## config.mk

```make
export PLATFORM = sky130hd
export DESIGN_NAME = ch0re_alu_sched
export DESIGN_NICKNAME = d
export VERILOG_FILES = /design/src/rtl/ch0re_types.sv /design/src/rtl/ch0re_arb2.sv /design/src/rtl/ch0re_alu_sched.sv
export SDC_FILE = /design/constraint.sdc
export NUM_CORES = 1
export LEC_CHECK = 0
export ABC_AREA = 1
export CAP_MARGIN = 15
export CORE_AREA = 2 2 216 218
export DETAILED_ROUTE_END_ITERATION = 6
export DIE_AREA = 0 0 218 220
export REMOVE_ABC_BUFFERS = 1
export SLEW_MARGIN = 30
export SYNTH_ARGS = -nofsm -noshare
export SYNTH_HDL_FRONTEND = slang
export SYNTH_SLANG_ARGS = --single-unit
```

## constraint.sdc

```tcl
create_clock -name i_clk -period 2.24 [get_ports i_clk]
set_input_delay 0.448 -clock i_clk [delete_from_list [all_inputs] [get_ports i_clk]]
set_output_delay 0.448 -clock i_clk [all_outputs]
set_load 0.01 [all_outputs]
```

## src/rtl/ch0re_types.sv

```systemverilog
// Shared types for the ch0re ALU path: ALU opcodes, scheduler state and requester id.
package ch0re_types;

   typedef enum logic [3:0] {
      ALU_ADD  = 4'd0,
      ALU_SUB  = 4'd1,
      ALU_AND  = 4'd2,
      ALU_OR   = 4'd3,
      ALU_XOR  = 4'd4,
      ALU_SLT  = 4'd5,
      ALU_SLTU = 4'd6,
      ALU_SLL  = 4'd7,
      ALU_SRL  = 4'd8,
      ALU_SRA  = 4'd9
   } alu_op_e;

   typedef enum logic {
      S_EMPTY = 1'b0,
      S_FULL  = 1'b1
   } alu_sched_state_e;

   typedef logic alu_req_id_t;

endpackage

```

## src/rtl/ch0re_arb2.sv

```systemverilog
// Two-way grant logic for the ALU scheduler. Round-robin when CH0RE_ALU_SCHED_RR_EN is
// defined, otherwise fixed priority (port 0) with a starvation counter protecting port 1.
module ch0re_arb2
   import ch0re_types::*;
#(
   parameter int unsigned STARVE_LIMIT = 7
) (
   input  logic       i_clk,
   input  logic       i_rst,
   input  logic [1:0] valid,
   input  logic       can_issue,
   output logic [1:0] grant
);

`ifdef CH0RE_ALU_SCHED_RR_EN
   alu_req_id_t ptr_q, ptr_d;

   always_comb begin
      grant = 2'b00;
      ptr_d = ptr_q;
      if (can_issue) begin
         if (valid[0] && valid[1]) begin
            grant = ptr_q ? 2'b10 : 2'b01;
         end else begin
            grant = valid;
         end
      end
      // Only a win by the preferred port hands preference to the other side.
      if (grant[ptr_q]) begin
         ptr_d = ~ptr_q;
      end
   end

   always_ff @(posedge i_clk) begin
      if (i_rst) begin
         ptr_q <= 1'b0;
      end else begin
         ptr_q <= ptr_d;
      end
   end
`else
   localparam logic [2:0] STARVE_MAX = 3'(STARVE_LIMIT);

   logic [2:0] starve_q, starve_d;
   logic       force_p1;

   always_comb begin
      grant    = 2'b00;
      starve_d = starve_q;
      force_p1 = (starve_q >= STARVE_MAX);
      if (can_issue) begin
         if (valid[1] && (force_p1 || !valid[0])) begin
            grant = 2'b10;
         end else if (valid[0]) begin
            grant = 2'b01;
         end
      end
      if (grant[1]) begin
         starve_d = 3'd0;
      end else if (can_issue && valid[1]) begin
         starve_d = starve_q + 3'd1;
      end
   end

   always_ff @(posedge i_clk) begin
      if (i_rst) begin
         starve_q <= 3'd0;
      end else begin
         starve_q <= starve_d;
      end
   end
`endif

endmodule

```

## src/rtl/ch0re_alu_sched.sv

```systemverilog
// Shares one combinational ALU between the execute port (0) and branch/aux port (1).
// Arbitration mode is chosen by CH0RE_ALU_SCHED_RR_EN (see ch0re_arb2).
module ch0re_alu_sched
   import ch0re_types::*;
#(
   parameter int unsigned WIDTH        = 64,
   parameter int unsigned TAG_W        = 4,
   parameter int unsigned STARVE_LIMIT = 7
) (
   input  logic              i_clk,
   input  logic              i_rst,
   input  logic              i_req0_valid,
   output logic              o_req0_ready,
   input  alu_op_e           i_req0_op,
   input  logic [WIDTH-1:0]  i_req0_s1,
   input  logic [WIDTH-1:0]  i_req0_s2,
   input  logic [TAG_W-1:0]  i_req0_tag,
   input  logic              i_req1_valid,
   output logic              o_req1_ready,
   input  alu_op_e           i_req1_op,
   input  logic [WIDTH-1:0]  i_req1_s1,
   input  logic [WIDTH-1:0]  i_req1_s2,
   input  logic [TAG_W-1:0]  i_req1_tag,
   output alu_op_e           o_alu_op,
   output logic [WIDTH-1:0]  o_alu_s1,
   output logic [WIDTH-1:0]  o_alu_s2,
   input  logic [WIDTH-1:0]  i_alu_res,
   input  logic              i_alu_cond_hit,
   input  logic              i_alu_overflow,
   output logic              o_rsp_valid,
   input  logic              i_rsp_ready,
   output logic [WIDTH-1:0]  o_rsp_res,
   output logic              o_rsp_cond_hit,
   output logic              o_rsp_overflow,
   output alu_req_id_t       o_rsp_id,
   output logic [TAG_W-1:0]  o_rsp_tag
);

   alu_sched_state_e state_q, state_d;
   logic             can_issue;
   logic [1:0]       grant;

   // Reset masks issue so no ready is raised while i_rst is high.
   assign can_issue = ((state_q == S_EMPTY) || i_rsp_ready) && !i_rst;

   ch0re_arb2 #(
      .STARVE_LIMIT(STARVE_LIMIT)
   ) u_arb (
      .i_clk    (i_clk),
      .i_rst    (i_rst),
      .valid    ({i_req1_valid, i_req0_valid}),
      .can_issue(can_issue),
      .grant    (grant)
   );

   assign o_req0_ready = grant[0];
   assign o_req1_ready = grant[1];
   assign o_rsp_valid  = (state_q == S_FULL);

   always_comb begin
      o_alu_op = ALU_ADD;
      o_alu_s1 = '0;
      o_alu_s2 = '0;
      unique case (grant)
         2'b01: begin
            o_alu_op = i_req0_op;
            o_alu_s1 = i_req0_s1;
            o_alu_s2 = i_req0_s2;
         end
         2'b10: begin
            o_alu_op = i_req1_op;
            o_alu_s1 = i_req1_s1;
            o_alu_s2 = i_req1_s2;
         end
         default: ;
      endcase
   end

   always_comb begin
      state_d = state_q;
      if (|grant) begin
         state_d = S_FULL;
      end else if (i_rsp_ready) begin
         state_d = S_EMPTY;
      end
   end

   always_ff @(posedge i_clk) begin
      if (i_rst) begin
         state_q <= S_EMPTY;
      end else begin
         state_q <= state_d;
      end
   end

   always_ff @(posedge i_clk) begin
      if (i_rst) begin
         o_rsp_res      <= '0;
         o_rsp_cond_hit <= 1'b0;
         o_rsp_overflow <= 1'b0;
         o_rsp_id       <= 1'b0;
         o_rsp_tag      <= '0;
      end else if (|grant) begin
         o_rsp_res      <= i_alu_res;
         o_rsp_cond_hit <= i_alu_cond_hit;
         o_rsp_overflow <= i_alu_overflow;
         o_rsp_id       <= grant[1];
         o_rsp_tag      <= grant[1] ? i_req1_tag : i_req0_tag;
      end
   end

endmodule

```

# Word-level counts from Yosys, hierarchy flattened
# Index checks and enable logic that the tools add are counted.
dict set report word_totals {
  wordCells 31
  reg_bits 75
  out_inout_bits 206
  input_bits 343
}
dict set report classes {
  addsub 1
  bitwise 1
  n_reduce_logical 10
  n_eq_ne 2
  magnitude_cmp 1
  mux 9
}
# op n
set ops {}
lappend ops {{one-hot mux 64 bit (2 select lines)} 2}
lappend ops {{one-hot mux 4 bit (2 select lines)} 1}
lappend ops {{two-way mux 2 bit} 2}
lappend ops {{two-way mux 4 bit} 1}
lappend ops {{OR reduction 2 bit} 2}
lappend ops {{adder 3 x 1 -> 3 bit, second input constant} 1}
lappend ops {{greater-or-equal comparator 3 bit, second input constant} 1}
lappend ops {{logical AND 1 bit} 3}
lappend ops {{two-way mux 1 bit} 3}
lappend ops {{equality test 2 x 1 -> 1 bit, second input constant} 1}
lappend ops {{equality test 2 bit, second input constant} 1}
lappend ops {{zero test 1 bit} 2}
lappend ops {{logical OR 1 bit} 2}
lappend ops {{nonzero test 2 bit} 1}
lappend ops {{NOT 1 bit} 1}

# Longest topological paths before layout
dict set report logic_depth {
  depth_word 7
  ltp_mapped 14
  mapped_depth_nobuf 12
}

# Modules after synthesis
# A second synthesis with hierarchy kept.
dict set report hier_totals {
  hier_cells 807
  hier_area_um2 4790.8
}
# mod cells_each n_inst seq_area_each_um2 area_per_inst_um2
set modules_own_cells {}
lappend modules_own_cells {ch0re_alu_sched 776 1 1441.4 4591.9}
lappend modules_own_cells {ch0re_arb2 31 1 60.1 198.9}

# Least setup slack after synthesis
# Ideal clock, no wire load.
dict set report synth_timing {
  path_kind {reg2out}
  startpoint {register u_arb.starve_q[0]}
  endpoint {output o_alu_s2[17]}
  path_buffers 2
  arrival_time_ns 2.165
  required_time_ns 1.792
  stages_incl_launch_ff 13
  slack_ns -0.373
  path_cell_list {dfxtp_1 -> ha_1 -> ha_1 -> nor2_1 -> nand2_1 -> inv_2 -> o21a_1 -> inv_1 -> ha_1 -> inv_2 -> buf_2 -> buf_1 -> a21oi_1}
}
dict set report synth_between {
  elab_chain_len 7
  elab_cells_between_ends 8
  cone_classes {order compare (1); eq/ne (2); mux (3); reduce/logical (2)}
}
# item line
set synth_rtl {}
lappend synth_rtl {{start: declaration} ch0re_arb2.sv:44} ;# logic [2:0] starve_q, starve_d;
lappend synth_rtl {{start signal: assignment} ch0re_arb2.sv:69} ;# starve_q <= starve_d;
lappend synth_rtl {{greater-or-equal comparator 3 bit *} ch0re_arb2.sv:50} ;# force_p1 = (starve_q >= STARVE_MAX);
lappend synth_rtl {{logical OR 1 bit *} ch0re_arb2.sv:52} ;# if (valid[1] && (force_p1 || !valid[0])) begin
lappend synth_rtl {{logical AND 1 bit *} ch0re_arb2.sv:52}
lappend synth_rtl {{two-way mux 2 bit *} ch0re_arb2.sv:52}
lappend synth_rtl {{two-way mux 2 bit *} ch0re_arb2.sv:51} ;# if (can_issue) begin
lappend synth_rtl {{net o_req0_ready} ch0re_alu_sched.sv:13} ;# output logic o_req0_ready,
lappend synth_rtl {{equality test 2 bit / equality test 2 x 1 -> 1 bit (equally long branches)} ch0re_alu_sched.sv:64} ;# unique case (grant)
lappend synth_rtl {{one-hot mux 64 bit (2 select lines) *} ch0re_alu_sched.sv:64}
lappend synth_rtl {{end: declaration} ch0re_alu_sched.sv:26} ;# output logic [WIDTH-1:0] o_alu_s2,
# The timed path passes the listed nets; every way through them passes the cells marked *.

# Final worst setup path
dict set report layout_timing {
  startpoint {register u_arb.starve_q[1]}
  endpoint {output o_alu_op[1]}
}
dict set report layout_between {
  elab_chain_len 7
  elab_cells_between_ends 8
  cone_classes {order compare (1); eq/ne (2); mux (3); reduce/logical (2)}
}
# item line
set layout_rtl {}
lappend layout_rtl {{greater-or-equal comparator 3 bit *} ch0re_arb2.sv:50}
lappend layout_rtl {{logical OR 1 bit *} ch0re_arb2.sv:52}
lappend layout_rtl {{logical AND 1 bit *} ch0re_arb2.sv:52}
lappend layout_rtl {{two-way mux 2 bit *} ch0re_arb2.sv:52}
lappend layout_rtl {{two-way mux 2 bit *} ch0re_arb2.sv:51}
lappend layout_rtl {{equality test 2 bit / equality test 2 x 1 -> 1 bit (equally long branches)} ch0re_alu_sched.sv:64}
lappend layout_rtl {{one-hot mux 4 bit (2 select lines) *} ch0re_alu_sched.sv:64}
lappend layout_rtl {{end: declaration} ch0re_alu_sched.sv:24} ;# output alu_op_e o_alu_op,
# Mark *: on every way between the ends. The rest lies on a longest branch, timed or not.

==> results.md <==
* Port bufs at 548
* Flop2flop setup slack at ~250 ps
* Final worst slack at -818 ps
* Worst endpoint required time at between 1500 and 2000 ps
* Wl on met1 at between 10 and 15 mm
* Post-DP HPWL at around 28 mm
* Worst r2r path cells at 12
* Die footprint at 0.0480 mm2
* Antenna Nets Post-Route at 0
* Router iterations before antenna repair at 5
* P per Cell Area at around 400 mW/mm2
* Total number of vias at 7878
* Die height at 220 um
* CTS root buf: clkbuf_16
* Min-Delay Path Class: register to register
* Hold Crit Start: o_rsp_res[52]
* Core box area at 0.0459 mm2
* Clk buf depth at 2
* Final hold violation count at 0
* Library cells used by synthesis at 22
* Critical path class: register to output port
* TritonCTS clock tree: yes
* GRT Total Usage at a little over an eighth
* Clk Latency, worst-skew pair at around 350 ps
* Worst-Margin Slew at 630 ps
* Share of cells above drive strength 1 at a little over a third
* Clock-pin slew on the worst setup and hold paths at 60 ps
* Synthesis warning total at 0
* Max frequency at 327 MHz
* Failing checks: setup timing
* Metal2 WL at ~19 mm
* Clock sinks at between 70 and 80
* Final Max Slew Viols at 0
* Setup TNS at -89360 ps
* H-tree levels at 3
* Mapped Cells at 800
* Final period utilization at 137%
* Final RePlAce weighted congestion at ~0.93
* Sequential area share after synthesis at 32.1%
* Initial cell density of the core at between 10% and 20%
* Peak fanout along the critical path at 8
* # Max-Cap Violations at 0
* Drt wl/cell at between 15 and 20 um
* Fraction of registers with async set/reset at 0%
* First-pass GRT wire length at 47.5 mm
* R2R Path Start: u_arb.starve_q[1]
* Final WL at roughly 37 mm
* Vias in the first global route at ~7.5k
* Floorplan row count at 79
* Worst R2R End: o_rsp_res[51]
* Hold buffers post-CTS at 0
* Setup crit end kind: output port
* Slew HR at between 50 and 60%
* Final min period at 3060 ps
* Largest net degree at the start of global routing at 73
* Met3 WL at a little over 3 mm
* Hold path endpoint: o_rsp_res[52]
* CTS buffer count at 9
* Final net count at 1765
* WP data arrival at 2610 ps
* Commonest non-fill, non-tap cell in the layout: clkdlybuf4s50_1
* Most frequent cells in the layout: clkdlybuf4s50_1 (413), nand2_1 (163), nor2_1 (145)
* Chip width at about 220 um
* Vias/cell at just under 4
* Clk_skew at roughly 8.6 ps
* RSZ-0062 raised after global routing: yes
* Top sig layer: met4
* Fill cell count at just under 5k
* Setup-failing EPs final at approximately 130
* Synth Flop Type: dfxtp_1
* GR Overflow Total at 0
* Hold path depth at 2
* Nature of the critical path startpoint: register
* N_diodes at 0
* Maximum VDD drop at between 300 and 400 uV
* Synth Register Bits at between 70 and 80
* # IOs at ~550
* Post-synth EDFFs at 0
* P_leak at slightly above 5 nW
* Outcome: finished with violations
* Synthesized area at 0.00467 mm2
* # DRC at 0
* Syn_area_per_cell at between 5 and 6 um2
* Initial antenna violation count at 0
* Iter 0 DRT Violations at 297
* Worst slack, placed at -1200 ps
* Area Growth Syn to Fin at 188%
-- per-layer routing --
layer	up-vias	GRT usage [%]
met5	-	0
met4	0	4.78
met3	37	4.17
met2	351	24.0
met1	3695	14.8
li1	3795	-
-- sequential cells by signal (all words and copies together), names as in the netlist --
register	count
o_rsp_cond_hit	1
o_rsp_id	1
o_rsp_overflow	1
o_rsp_res	64
o_rsp_tag	4
o_rsp_valid	1
u_arb.starve_q	3
-- synth_stat cells (2+ instances only) --
| cell | instances | area, um2 |
|---|---|---|
| a21oi_1 | 135 | 676 |
| buf_1 | 3 | 11.3 |
| buf_2 | 26 | 130 |
| buf_4 | 9 | 67.6 |
| buf_6 | 5 | 56.3 |
| clkbuf_1 | 24 | 90.1 |
| dfxtp_1 | 75 | 1500 |
| ha_1 | 5 | 62.6 |
| inv_1 | 6 | 22.5 |
| inv_2 | 6 | 22.5 |
| nand2_1 | 275 | 1030 |
| nand3_1 | 5 | 25.0 |
| nor2_1 | 147 | 552 |
| nor2_4 | 2 | 22.5 |
| o21ai_0 | 64 | 320 |
| o21ai_1 | 7 | 35.0 |
-- logic make-up (layout without fill, tap and decap cells) --
group	count (synthesis)	count (layout)	synth area share, %
xor gates and xnor gates	1	1	0.188
DFF	75	75	32.1
AOI/OAI and AO/OA	208	208	22.4
and+or+nand+nor	431	431	35.3
buffers and inverters	80	702	8.65
adders and majority gates	5	5	1.34
-- where the power goes --
group	switching, W	internal (W)
Combinational	0.000957	0.00127
Sequential	0.0000576	0.00145
Clock	0.000592	0.000982
-- stage by stage --
stage	cell area (um2)	power (W)	hold WS (ps)	utilization (%)	instances
2_1_floorplan	4320	0.00204	457	-	733
3_3_place_gp	11300	0.00331	465	24.7	1959
3_5_place_dp	11300	0.00333	473	24.7	1959
4_1_cts	12000	0.00503	488	26.2	1993
5_1_grt	13400	0.00559	505	29.3	2029
6_report	13400	0.00531	480	29.3	2029
-- how the worst max path moves through the flow --
stage / depth (start not counted) / from / to / slack (ps)
finish: 15 / u_arb.starve_q[1] / o_alu_op[1] / -820
global route: 15 / u_arb.starve_q[1] / o_alu_s2[13] / -880
CTS: 15 / u_arb.starve_q[0] / o_alu_s2[56] / -850
detailed placement: 13 / i_rsp_ready / o_alu_s2[40] / -1200
global placement: 13 / i_rsp_ready / o_alu_s2[31] / -1200
floorplan: 6 / i_rst / o_alu_s1[23] / -2250
-- critical path, cell delays in order (launching register included) --
cell	delay, ps
dfxtp_2	330
ha_4	160
ha_4	150
nor2_4	70
nand2_2	70
inv_2	70
o21a_1	170
inv_2	60
buf_4	140
ha_4	160
buf_12	150
buf_12	140
clkbuf_16	170
nand2_1	160
a21oi_2	70
buf_2	150
-- final cells by class --
cell class / instances / area, um2 / share of cell area (%)
Clock buffer: 9 / 225 / 1.68
Inverter: 13 / 63.8 / 0.475
Timing Repair Buffer: 672 / 6850 / 51.0
Multi-Input combinational cell: 645 / 3930 / 29.2
Timing Repair inverter: 1 / 8.76 / 0.0651
Sequential cell: 75 / 1500 / 11.2
Tap cell: 607 / 759 / 5.65
Clock inverter: 7 / 101 / 0.754
-- repair_timing --
item,CTS,global route
gates cloned,3,14
pin swaps,29,68
setup endpoints to repair,168,134
hold endpoints to repair,0,0
gates resized for setup,495,367
setup buffers,15,36
Note: power is estimated with default switching activity, not from simulation.
